### src/rtl/pen_cmd_dispatcher_if.sv
// rtl/pen_cmd_dispatcher_if.sv - servo position package and ServoCtrl trigger/rdy interface
package Servo_PKG;
   typedef enum logic {
      SERVO_POS_UP   = 1'b0,
      SERVO_POS_DOWN = 1'b1
   } servo_pos_t;
endpackage

interface ServoCtrl_IF;
   Servo_PKG::servo_pos_t pos;
   logic                  trigger;
   logic                  rdy;

   modport master (output pos, output trigger, input rdy);
   modport slave  (input pos, input trigger, output rdy);
endinterface

### src/rtl/pen_cmd_dispatcher.sv
// rtl/pen_cmd_dispatcher.sv - pen command FIFO and ServoCtrl issue/settle/retire sequencer
// Optional PEN_DISPATCH_SKIP_REDUNDANT_EN retires commands matching the confirmed position without a move.
module pen_cmd_dispatcher #(
   parameter int FIFO_DEPTH    = 4,
   parameter int SETTLE_CYCLES = 1000
) (
   input  logic                  clk,
   input  logic                  reset,
   input  logic                  clk_en,
   input  logic                  cmd_valid,
   input  Servo_PKG::servo_pos_t cmd_pos,
   output logic                  cmd_rdy,
   ServoCtrl_IF.master           intf,
   output Servo_PKG::servo_pos_t pen_pos,
   output logic                  pen_pos_valid,
   output logic                  done,
   output logic                  busy
);
   import Servo_PKG::*;

   localparam int AW   = $clog2(FIFO_DEPTH);
   localparam int CNTW = AW + 1;
   localparam int CW   = (SETTLE_CYCLES > 0) ? $clog2(SETTLE_CYCLES + 1) : 1;
   localparam logic [CNTW-1:0] FULL_CNT    = CNTW'(FIFO_DEPTH);
   localparam logic [CW-1:0]   SETTLE_LOAD = CW'((SETTLE_CYCLES > 0) ? SETTLE_CYCLES - 1 : 0);

   typedef enum logic [2:0] {
      IDLE,
      ISSUE,
      WAIT_DONE,
      SETTLE,
      RETIRE
   } state_t;

   state_t          state;
   state_t          next_state;
   servo_pos_t      mem [FIFO_DEPTH];
   logic [AW-1:0]   wr_ptr;
   logic [AW-1:0]   rd_ptr;
   logic [CNTW-1:0] count;
   logic [CW-1:0]   cnt;
   servo_pos_t      cur_pos;
   servo_pos_t      head;
   logic            trigger_q;
   logic            empty;
   logic            push;
   logic            pop;
   logic            cnt_load;

   assign empty   = (count == '0);
   assign cmd_rdy = (count != FULL_CNT);
   assign push    = cmd_valid && cmd_rdy;
   assign head    = mem[rd_ptr];

   assign intf.pos     = cur_pos;
   assign intf.trigger = trigger_q;
   assign done         = (state == RETIRE);
   assign busy         = !empty || (state != IDLE);

   always_comb begin
      next_state = state;
      pop        = 1'b0;
      cnt_load   = 1'b0;
      case (state)
         IDLE: begin
            if (!empty && intf.rdy) begin
               pop        = 1'b1;
               next_state = ISSUE;
`ifdef PEN_DISPATCH_SKIP_REDUNDANT_EN
               if (pen_pos_valid && (head == pen_pos)) begin
                  next_state = RETIRE;
               end
`endif
            end
         end
         ISSUE: begin
            // Only a low rdy seen after our own trigger counts as acceptance.
            if (trigger_q && !intf.rdy) begin
               next_state = WAIT_DONE;
            end
         end
         WAIT_DONE: begin
            if (intf.rdy) begin
               if (SETTLE_CYCLES == 0) begin
                  next_state = RETIRE;
               end else begin
                  next_state = SETTLE;
                  cnt_load   = 1'b1;
               end
            end
         end
         SETTLE: begin
            if (clk_en && (cnt == '0)) begin
               next_state = RETIRE;
            end
         end
         RETIRE: begin
            next_state = IDLE;
         end
         default: begin
            next_state = IDLE;
         end
      endcase
   end

   always_ff @(posedge clk) begin
      if (push) begin
         mem[wr_ptr] <= cmd_pos;
      end
   end

   always_ff @(posedge clk) begin
      if (!reset) begin
         state         <= IDLE;
         wr_ptr        <= '0;
         rd_ptr        <= '0;
         count         <= '0;
         cnt           <= '0;
         cur_pos       <= SERVO_POS_UP;
         trigger_q     <= 1'b0;
         pen_pos       <= SERVO_POS_UP;
         pen_pos_valid <= 1'b0;
      end else begin
         state <= next_state;
         if (push) begin
            wr_ptr <= wr_ptr + 1'b1;
         end
         if (pop) begin
            rd_ptr  <= rd_ptr + 1'b1;
            cur_pos <= head;
         end
         case ({push, pop})
            2'b10:   count <= count + 1'b1;
            2'b01:   count <= count - 1'b1;
            default: ;
         endcase
         // Trigger rises one cycle into ISSUE so pos has settled before the servo sees it.
         trigger_q <= (state == ISSUE) && (next_state == ISSUE);
         if (cnt_load) begin
            cnt <= SETTLE_LOAD;
         end else if ((state == SETTLE) && clk_en && (cnt != '0)) begin
            cnt <= cnt - 1'b1;
         end
         if (state == RETIRE) begin
            pen_pos       <= cur_pos;
            pen_pos_valid <= 1'b1;
         end
      end
   end
endmodule

### src/flat_wrapper.sv
// flat-port wrapper written by rule: the top's interface ports become plain ports
module pen_cmd_dispatcher_flat import Servo_PKG::*;
#(
   parameter int FIFO_DEPTH    = 4,
   parameter int SETTLE_CYCLES = 1000
)
  (clk, reset, clk_en, cmd_valid, cmd_pos, cmd_rdy, pen_pos, pen_pos_valid, done, busy, intf_pos, intf_trigger, intf_rdy);
  ServoCtrl_IF intf_i ();
  input  logic clk;
  input  logic reset;
  input  logic clk_en;
  input  logic cmd_valid;
  input  Servo_PKG::servo_pos_t cmd_pos;
  output logic cmd_rdy;
  output Servo_PKG::servo_pos_t pen_pos;
  output logic pen_pos_valid;
  output logic done;
  output logic busy;
  output wire logic [$bits(intf_i.pos)-1:0] intf_pos;
  output wire logic [$bits(intf_i.trigger)-1:0] intf_trigger;
  input wire logic [$bits(intf_i.rdy)-1:0] intf_rdy;
  assign intf_pos = intf_i.pos;
  assign intf_trigger = intf_i.trigger;
  assign intf_i.rdy = intf_rdy;
  pen_cmd_dispatcher #(.FIFO_DEPTH(FIFO_DEPTH), .SETTLE_CYCLES(SETTLE_CYCLES)) u_core (.clk(clk), .reset(reset), .clk_en(clk_en), .cmd_valid(cmd_valid), .cmd_pos(cmd_pos), .cmd_rdy(cmd_rdy), .intf(intf_i), .pen_pos(pen_pos), .pen_pos_valid(pen_pos_valid), .done(done), .busy(busy));
endmodule
### config.mk
export PLATFORM = sky130hd
export DESIGN_NAME = pen_cmd_dispatcher_flat
export DESIGN_NICKNAME = d
export VERILOG_FILES = /design/src/rtl/pen_cmd_dispatcher_if.sv /design/src/rtl/pen_cmd_dispatcher.sv /design/src/flat_wrapper.sv
export SDC_FILE = /design/constraint.sdc
export NUM_CORES = 1
export LEC_CHECK = 0
export CORE_MARGIN = 5
export CORE_UTILIZATION = 59
export CTS_BUF_LIST = sky130_fd_sc_hd__clkbuf_8
export DETAILED_ROUTE_END_ITERATION = 8
export GPL_TIMING_DRIVEN = 0
export PLACE_DENSITY = 0.79
export REMOVE_ABC_BUFFERS = 1
export SYNTH_ARGS = -nofsm -noshare
export SYNTH_HDL_FRONTEND = slang
export SYNTH_SLANG_ARGS = --single-unit
export TNS_END_PERCENT = 30
### constraint.sdc
create_clock -name clk -period 2.8 [get_ports clk]
set_input_delay 0.28 -clock clk [delete_from_list [all_inputs] [get_ports clk]]
set_output_delay 0.28 -clock clk [all_outputs]
set_load 0.005 [all_outputs]
; Yosys cells after proc, flatten, opt, wreduce, memory -nomap -nowiden
; Memories as Yosys holds them, arrays and structs flattened. A register that Yosys moved wholly into a read port is not among the register bits.
; Cells that the tools add are included.
[op_classes]
addsub = 5
eq_ne = 8
n_mux = 14
n_bitwise = 1
n_reduce_logical = 19
[ops]
columns = cell, count
row1 = 10-bit two-way mux, 2
row2 = 3-bit two-way mux, 4
row3 = 3-bit one-hot mux with 4 select lines, 1
row4 = 10-bit zero test, 1
row5 = 10-bit nonzero test, 1
row6 = "10-bit by 1-bit subtractor with 10-bit output, second input constant", 1
row7 = 1-bit logical AND, 7
row8 = "3-bit by 1-bit == test with 1-bit output, second input constant", 2
row9 = "3-bit by 2-bit == test with 1-bit output, second input constant", 2
row10 = 3-bit zero test, 2
row11 = 1-bit two-way mux, 6
row12 = 3-bit one-hot mux with 2 select lines, 1
row13 = "2-bit by 1-bit adder with 2-bit output, second input constant", 2
row14 = 2-bit nonzero test, 2
row15 = "3-bit by 1-bit adder with 3-bit output, second input constant", 1
row16 = "3-bit == test, second input constant", 1
row17 = 1-bit zero test, 3
row18 = "3-bit inequality test, second input constant", 1
row19 = 3-bit nonzero test, 1
row20 = "3-bit by 1-bit subtractor with 3-bit output, second input constant", 1
row21 = "2-bit by 1-bit == test with 1-bit output, second input constant", 1
row22 = "2-bit == test, second input constant", 1
row23 = 2-bit OR reduction, 1
row24 = 1-bit logical OR, 1
row25 = 1-bit NOT, 1
[totals]
ff_bits = 23
ram_bits = 4
inputBits = 6
out_inout_bits = 7
word_cells = 57
mem_count = 1
[mem_list]
columns = memory, words, width, rd, rd_ports_with_merged_regs, write_ports, line_no
row1 = u_core.mem, 4, 1, 1, 1, 1, pen_cmd_dispatcher.sv:37  ; servo_pos_t mem [FIFO_DEPTH];

; Longest topological paths before layout
; Gate-level depths: netlist (run 1).
[logic_depth]
depth_word = 7
mapped_depth = 10
mapped_depth_nobuf = 9

; Worst setup path after synthesis (run 1)
; Ideal clock, no wire load.
[synth_timing]
path_kind = register to register
from = register u_core.count[0]
to = register u_core.count[2]
setup_ns = 0.070
arrival_ns = 2.168
t_required_ns = 2.730
path_slack_ns = 0.562
path_stages_with_launch = 10
n_path_buf = 0
synth_period_minus_slack_ns = 2.238
path_cell_list = dfxtp_1 -> or3b_1 -> and2_1 -> clkinv_1 -> ha_1 -> inv_1 -> fa_1 -> xor2_1 -> or3_1 -> a21oi_1
[synth_via]
word_cells_on_any_way = 13
classes_between = 2 x add/sub / 3 x eq/ne / 3 x mux / 5 x reduce/logical
[synth_lines]
columns = element, line_no
row1 = "start, declared", pen_cmd_dispatcher.sv:40  ; logic [CNTW-1:0] count;
row2 = "start signal, assigned", pen_cmd_dispatcher.sv:133  ; 2'b10: count <= count + 1'b1;
row3 = "start signal, assigned", pen_cmd_dispatcher.sv:134  ; 2'b01: count <= count - 1'b1;
row4 = 3-bit inequality test (*), pen_cmd_dispatcher.sv:51  ; assign cmd_rdy = (count != FULL_CNT);
row5 = net cmd_rdy, flat_wrapper.sv:14  ; output logic cmd_rdy;
row6 = 1-bit logical AND (*), pen_cmd_dispatcher.sv:52  ; assign push = cmd_valid && cmd_rdy;
row7 = 2-bit by 1-bit == test with 1-bit output / 2-bit == test (equally long branches), pen_cmd_dispatcher.sv:132  ; case ({push, pop})
row8 = 3-bit one-hot mux with 2 select lines / 2-bit nonzero test (equally long branches), --
; Mark *: on every way through the listed nets, which the timed path passes. The rest lies on a longest branch.
; A chain may end at the register's enable or synchronous reset.

; Final worst setup path (run 1)
[layout_timing]
from = input intf_rdy
to = register u_core.count[2]
[layout_via]
elab_chain_len = 5
word_cells_on_any_way = 7
classes_between = 2 x eq/ne / 3 x mux / 2 x reduce/logical
[layout_lines]
columns = element, line_no
row1 = "start, declared", flat_wrapper.sv:21  ; input wire logic [$bits(intf_i.rdy)-1:0] intf_rdy;
row2 = 1-bit logical AND (*), pen_cmd_dispatcher.sv:66  ; if (!empty && intf.rdy) begin
row3 = 1-bit two-way mux (*), pen_cmd_dispatcher.sv:66
row4 = 1-bit two-way mux (*), pen_cmd_dispatcher.sv:64  ; case (state)
row5 = net u_core.pop, pen_cmd_dispatcher.sv:47  ; logic pop;
row6 = 2-bit by 1-bit == test with 1-bit output / 2-bit == test (equally long branches), pen_cmd_dispatcher.sv:132
row7 = 3-bit one-hot mux with 2 select lines / 2-bit nonzero test (equally long branches), --
; Marks and branches as above.

==> reports/metrics.cfg, run 1 <==
[outcome]
status=completed

[power_and_ir_drop]
p_per_area_nw_per_um2=639.3
p_sw_mw=0.3221
ir_drop_v=0.0005456
pwr-share-clk_pct=20.7
pwr-share-comb_pct=30.4
leakage_nw=0.6483
internal_power_mw=0.7298
seqPwrFrac_pct=48.9
swShare_pct=30.62

[finish]
fin_util_pct=67.64
final_cells=195
design_area_um2=1645
diodes=0
nets=180
drive_above_1_share_pct=4.848
syn2layout_area_growth_pct=12.01

[drt]
vias=1114
drtAntennaViolNets=0
drc=0
wire_per_inst_um=13.54
drt-total-wl_um=2640
avgViaCountPerCell=5.713
drtPass1Iterations=4
drtIter0Drc=35

[sta]
hold_viol_final=0
fin_crit_sh_pct=86.87
setup_viol=0
finalSetupTns_ns=0
drv_slew=0
min_period_ns=2.432
fin_ws_ns=0.3675
fin_skew_ns=0.008320
fmax_mhz=411.1
grt_setup_unrepaired=false
relSlewSlack_pct=70.05
worst_pin_slew_ns=0.4458

[logic_synthesis]
post_synth.cell_area_avg_um2=9.538
synth_seq_area_share_pct=40.89
syn-instance-count=154
yosysUniqueCellTypes=43
yosys_register_bits=28
yosys_warnings=0
syn-cell-area_um2=1469
synth_ff_type=dfxtp_1
synth_edf_count=4
async_flop_share_pct=0

[hold_path]
hold_path.class=register to register

[place]
io_buffers=12
place.gp.congestion=0.8122
placed_cells=191
placed_cell_area_um2=1600
dp_hpwl_um=2029
preCtsSetupSlack_ns=0.08078

[global_routing]
antenna_found_initial=0
overflow=0
grt_util_all_layers_pct=16.38
grt_max_degree=16
first_global_vias=1123
grt_pass1_wl_um=4526

[run]
max-cap-violations=0

[clock_network]
cts_tree=yes
cts_hold_buf=0
clockBufferDepth=2
cts_sinks=28
clockRootBuffer=clkbuf_8
cts_post_setup_buffers_inserted=0
clk_pin_slew_ns=0.10
clk_latency_ns=0.27
cts_resized=0
htree_levels=1
cts_buffers=3

[critical_path]
start_kind=input port
path_max_fanout=4
worst_ep_arrival_time_ns=2.63
crit_type=input port to register
cp.required_ns=3.00
end_kind=register

[floorplan]
die_height_um=59.90
start_util_pct=60.39
die_width_um=59.90
ios=13
die_area_um2=3587
core_um2=2432
rows=18

## state kept, by name, indices dropped and copies added (netlist names)
signal                cells
u_core.count              3
u_core.mem                4
u_core.intf.trigger       1
u_core.wr_ptr             2
u_core.pen_pos            1
u_core.intf.pos           1
u_core.state              3
u_core.cnt               10
u_core.pen_pos_valid      1
u_core.rd_ptr             2
## worst max-delay path, stage by stage
cell             delay [ns]
clkdlybuf4s50_1        0.53
nor2b_1                0.27
nand3_1                0.21
inv_1                  0.10
ha_1                   0.19
inv_1                  0.06
fa_1                   0.37
xor2_1                 0.16
or3_1                  0.30
a21oi_1                0.14
## path summary, 6_finish.rpt
check                           slack (ns)                               from                                end  cells after the start
worst max-delay path                  0.37                           intf_rdy       u_core.count[2]$_SDFFE_PN0P_                     10
worst min-delay path                  0.50  u_core.pen_pos_valid$_SDFFE_PN0P_  u_core.pen_pos_valid$_SDFFE_PN0P_                      2
worst max register to register        0.39       u_core.count[0]$_SDFFE_PN0P_       u_core.count[2]$_SDFFE_PN0P_                      9
worst min register to register        0.50  u_core.pen_pos_valid$_SDFFE_PN0P_  u_core.pen_pos_valid$_SDFFE_PN0P_                      2
## area by class of cell
type | count | area (um2)
clock inverters | 1 | 3.754
flip-flops and latches | 28 | 600.6
fillers | 194 | 787.0
multi-input cells | 108 | 793.3
clock buffers | 3 | 41.29
inverters | 13 | 48.80
repair buffers | 12 | 120.1
well taps | 30 | 37.54
## Yosys cell counts (6+ instances only)
library cell,number,share of area (%)
a21oi_1,9,3.1
nor2_1,9,2.3
and2_1,6,2.6
dfxtp_1,24,33
ha_1,7,6.0
nand2_1,6,1.5
and3_1,6,2.6
nor3_1,6,2.0
inv_1,12,3.1
## logic make-up after synthesis
family | Yosys count | share of synthesized area (%)
and+or+nand+nor | 60 | 26.06
AOI/OAI and AO/OA | 29 | 12.78
DFF | 28 | 40.89
buffers and inverters | 18 | 5.110
adders and majority gates | 8 | 7.325
xor gates and xnor gates | 6 | 3.578
muxes | 5 | 4.259
## metal layers
metal / global-route usage, % / wire length, um / vias to the layer above
met3: 2.592 / 71 / 2
met2: 28.86 / 1332 / 12
met5: 0 / 0 / -
met4: 4.114 / 13 / 0
met1: 20.70 / 1222 / 525
li1: - / - / 575
## layout by cell type, fill, tap and decap left out, types with 2 or more instances in the layout
master and n:
inv_1 13, xor2_1 3, or3_1 3, clkdlybuf4s50_1 12, a31oi_1 2, nand3_1 4
clkbuf_8 3, a21oi_1 9, a21o_1 2, a21boi_1 2, nand4_1 4, ha_1 7
a211oi_1 2, edfxtp_1 4, o21ai_0 4, and3_1 6, a311oi_1 2, o31ai_1 2
nor3_1 6, a311o_1 2, and2_1 6, nor2b_1 4, xnor2_1 3, nor2_1 9
dfxtp_1 24, nand2_1 6, nand3b_1 2, mux2i_1 4, or4_1 2
## power by group through the flow
| stage | registers [mW] | logic, mW | clock network, mW |
|---|---|---|---|
| 2_1_floorplan | 0.512 | 0.222 | 0 |
| 3_3_place_gp | 0.521 | 0.308 | 0 |
| 3_5_place_dp | 0.524 | 0.321 | 0 |
| 4_1_cts | 0.514 | 0.324 | 0.220 |
| 5_1_grt | 0.524 | 0.356 | 0.234 |
| 6_report | 0.514 | 0.320 | 0.218 |
## stage by stage
stage	power (mW)	hold slack [ns]
6_report	1.052	0.4996
5_1_grt	1.115	0.5561
4_1_cts	1.058	0.5024
3_5_place_dp	0.8444	0.4865
3_3_place_gp	0.8287	0.4486
2_1_floorplan	0.7340	0.3789
Power figures use the tool's default switching activity.
==> run 2: changes to the inputs <==
Settings changed: MAX_ROUTING_LAYER set to met4.
==> results of run 2 <==
No change in the layout: final DEF, timing and power equal those of run 1.
Main changes from that run: final weighted congestion in routability-driven placement 0.8122 -> 0.8242; overall routing resource usage 16.38% -> 16.86%
==> run 3: changes to the inputs <==
Settings changed: CORE_MARGIN 5 to unset.
==> run 3 against run 2 <==
Compared with the run above: global-route usage rose by 7.6 points; register-to-register slack got worse by 0.03 ns; clock skew fell by 0.0050 ns; combinational power rose by 2%; fmax fell by 0.16%; worst hold slack got worse by 0.0016 ns; total power rose by 1.6%; core utilization rose by 4.5 points; final cell count fell by 1.0%; largest cell class unchanged.
==> reports/metrics.cfg, run 3 (same netlist as run 1, synthesis figures left out) <==
[outcome]
status=completed

[drt]
drt-total-wl_um=2890  ; +9.5%
drtPass1Iterations=4  ; unchanged
wire_per_inst_um=14.97  ; +11%
drc=0  ; unchanged
avgViaCountPerCell=5.953  ; +4.2%
drtAntennaViolNets=0  ; unchanged
drtIter0Drc=34  ; -2.9%
vias=1149  ; +3.1%

[floorplan]
rows=17  ; -1
core_um2=2276  ; -6.4%
start_util_pct=64.54  ; +4.2 points
die_area_um2=2693  ; -25%
ios=13  ; unchanged
die_height_um=51.90  ; -13%
die_width_um=51.90  ; -13%

[critical_path]
timing.rr.start=u_core.count[2]$_SDFFE_PN0P_
startpoint=u_core.count[2]$_SDFFE_PN0P_
cp_cell_sequence=or3b_1 > and2_1 > clkinv_1 > ha_1 > inv_1 > fa_1 > xor2_1 > or3_1 > a21oi_1
worst_ep_arrival_time_ns=2.64  ; about the same
critPathMaxStageDelay_ns=0.43  ; -0.10 ns
start_kind=register
cp.required_ns=3.01  ; about the same
crit_family=simple AND/OR/NAND/NOR gates
cpMaxStageDelayCell=or3b_1
end_kind=register
cp_num_buf_inv=2  ; -1
crit_type=register to register
path_max_fanout=6  ; +2

[global_routing]
antenna_found_initial=0  ; unchanged
first_global_vias=1054  ; -6.1%
grt_pass1_wl_um=4719  ; +4.3%
grt_util_all_layers_pct=24.48
grt_max_degree=16  ; unchanged
overflow=0  ; unchanged

[finish]
final_common_cell=dfxtp_1
syn2layout_area_growth_pct=11.84
final_cell_mix=dfxtp_1 (24), inv_1 (12), clkdlybuf4s50_1 (12), nor2_1 (9), a21oi_1 (9)
multiInputGateArea_um2=793.3  ; unchanged
register_area_um2=600.6  ; unchanged
nets=180  ; unchanged
nFillCells=172  ; -11%
largest-register=u_core.cnt
reg.largest.list=u_core.cnt (10), u_core.mem (4)
largest_reg_flops=10  ; unchanged
diodes=0  ; unchanged
drive_above_1_share_pct=4.848  ; unchanged

[power_and_ir_drop]
ir_drop_v=0.0005489  ; +0.61%
leakage_nw=0.6446  ; -0.58%
p_per_area_nw_per_um2=650.4  ; +1.7%

[hold_path]
holdCritStartpoint=u_core.pen_pos_valid$_SDFFE_PN0P_
hold_path.class=register to register

[place]
place.gp.congestion=0.8811
io_buffers=12  ; unchanged
dp_hpwl_um=2161  ; +6.5%
preCtsSetupSlack_ns=0.05905  ; -0.02172 ns

[sta]
hold_viol_final=0  ; unchanged
fin_skew_ns=0.003305  ; -0.005015 ns
grt_setup_unrepaired=false
min_period_ns=2.437  ; +0.004017 ns
worst_pin_slew_ns=0.4759  ; +0.03005 ns
fmax_mhz=410.4  ; -0.16%
setup_viol=0  ; unchanged
finalSetupTns_ns=0  ; unchanged
fin_ws_ns=0.3635  ; -0.004017 ns
relSlewSlack_pct=68.03  ; -2.0 points
drv_slew=0  ; unchanged
fin_crit_sh_pct=87.02  ; +0.14 points

[clock_network]
cts_tree=yes
clockBufferDepth=2  ; unchanged
cts_resized=0  ; unchanged
clk_latency_ns=0.27  ; about the same
cts_sinks=28  ; unchanged
cts_buffers=3  ; unchanged
clk_pin_slew_ns=0.10  ; about the same
cts_hold_buf=0  ; unchanged
clockRootBuffer=clkbuf_8
cts_post_setup_buffers_inserted=0  ; unchanged
htree_levels=1  ; unchanged

[run]
max-cap-violations=0  ; unchanged

-- run 3: cell count changes in the layout (fill, tap and decap cells not counted) --
| cell | before | now |
|---|---|---|
| clkinv_1 | 1 | 2 |
| inv_1 | 13 | 12 |
-- run 3: final timing paths --
check	slack, ns	to	depth (start not counted)
setup / recovery	0.36	u_core.count[2]$_SDFFE_PN0P_	9
hold / removal	0.50	u_core.pen_pos_valid$_SDFFE_PN0P_	2
hold reg to reg	0.50	u_core.pen_pos_valid$_SDFFE_PN0P_	2
setup reg to reg	0.36	u_core.count[2]$_SDFFE_PN0P_	9
-- run 3: final cells by class --
cell class / instances / area share [%]
Inverter: 13 / 2.970
Clock buffer: 3 / 2.513
Tap cell: 28 / 2.133
Timing Repair Buffer: 12 / 7.311
Clock inverter: 1 / 0.2285
Multi-Input combinational cell: 108 / 48.29
Sequential cell: 28 / 36.56
-- run 3: layer usage --
| metal | track usage (%) | routed length, um | up-vias |
|---|---|---|---|
| met5 | - | 0 | - |
| met1 | 32.90 | 1384 | 549 |
| met3 | 2.924 | 92 | 2 |
| met4 | 6.757 | 16 | 0 |
| li1 | - | - | 573 |
| met2 | 38.89 | 1397 | 25 |
-- run 3: per-stage QoR --
stage | instance area [um2] | total power [mW] | util (%) | hold slack [ns] | instances
floorplan | 1443 | 0.7340 | - | 0.3789 | 149
global placement | 1598 | 0.8288 | 70.20 | 0.4486 | 189
detailed placement | 1598 | 0.8511 | 70.20 | 0.4879 | 189
CTS | 1643 | 1.070 | 72.18 | 0.5022 | 193
global route | 1643 | 1.134 | 72.18 | 0.5278 | 193
finish | 1643 | 1.069 | 72.18 | 0.4980 | 193
-- run 3: worst reg2reg max path: cells and delay by family, from the launching register on --
kind,cells,cell delay (ns)
flip-flops,1,0.39
adder cells (fa/ha/maj),2,0.57
AO/OA/AOI/OAI,1,0.14
AND/OR/NAND/NOR,3,0.97
XOR/XNOR,1,0.16
buffers and inverters,2,0.14
-- run 3: report_power, final --
group	switching, mW	internal (mW)	leakage, nW
clock network	0.128	0.0984	0.0231
logic	0.153	0.174	0.390
registers	0.0575	0.458	0.231
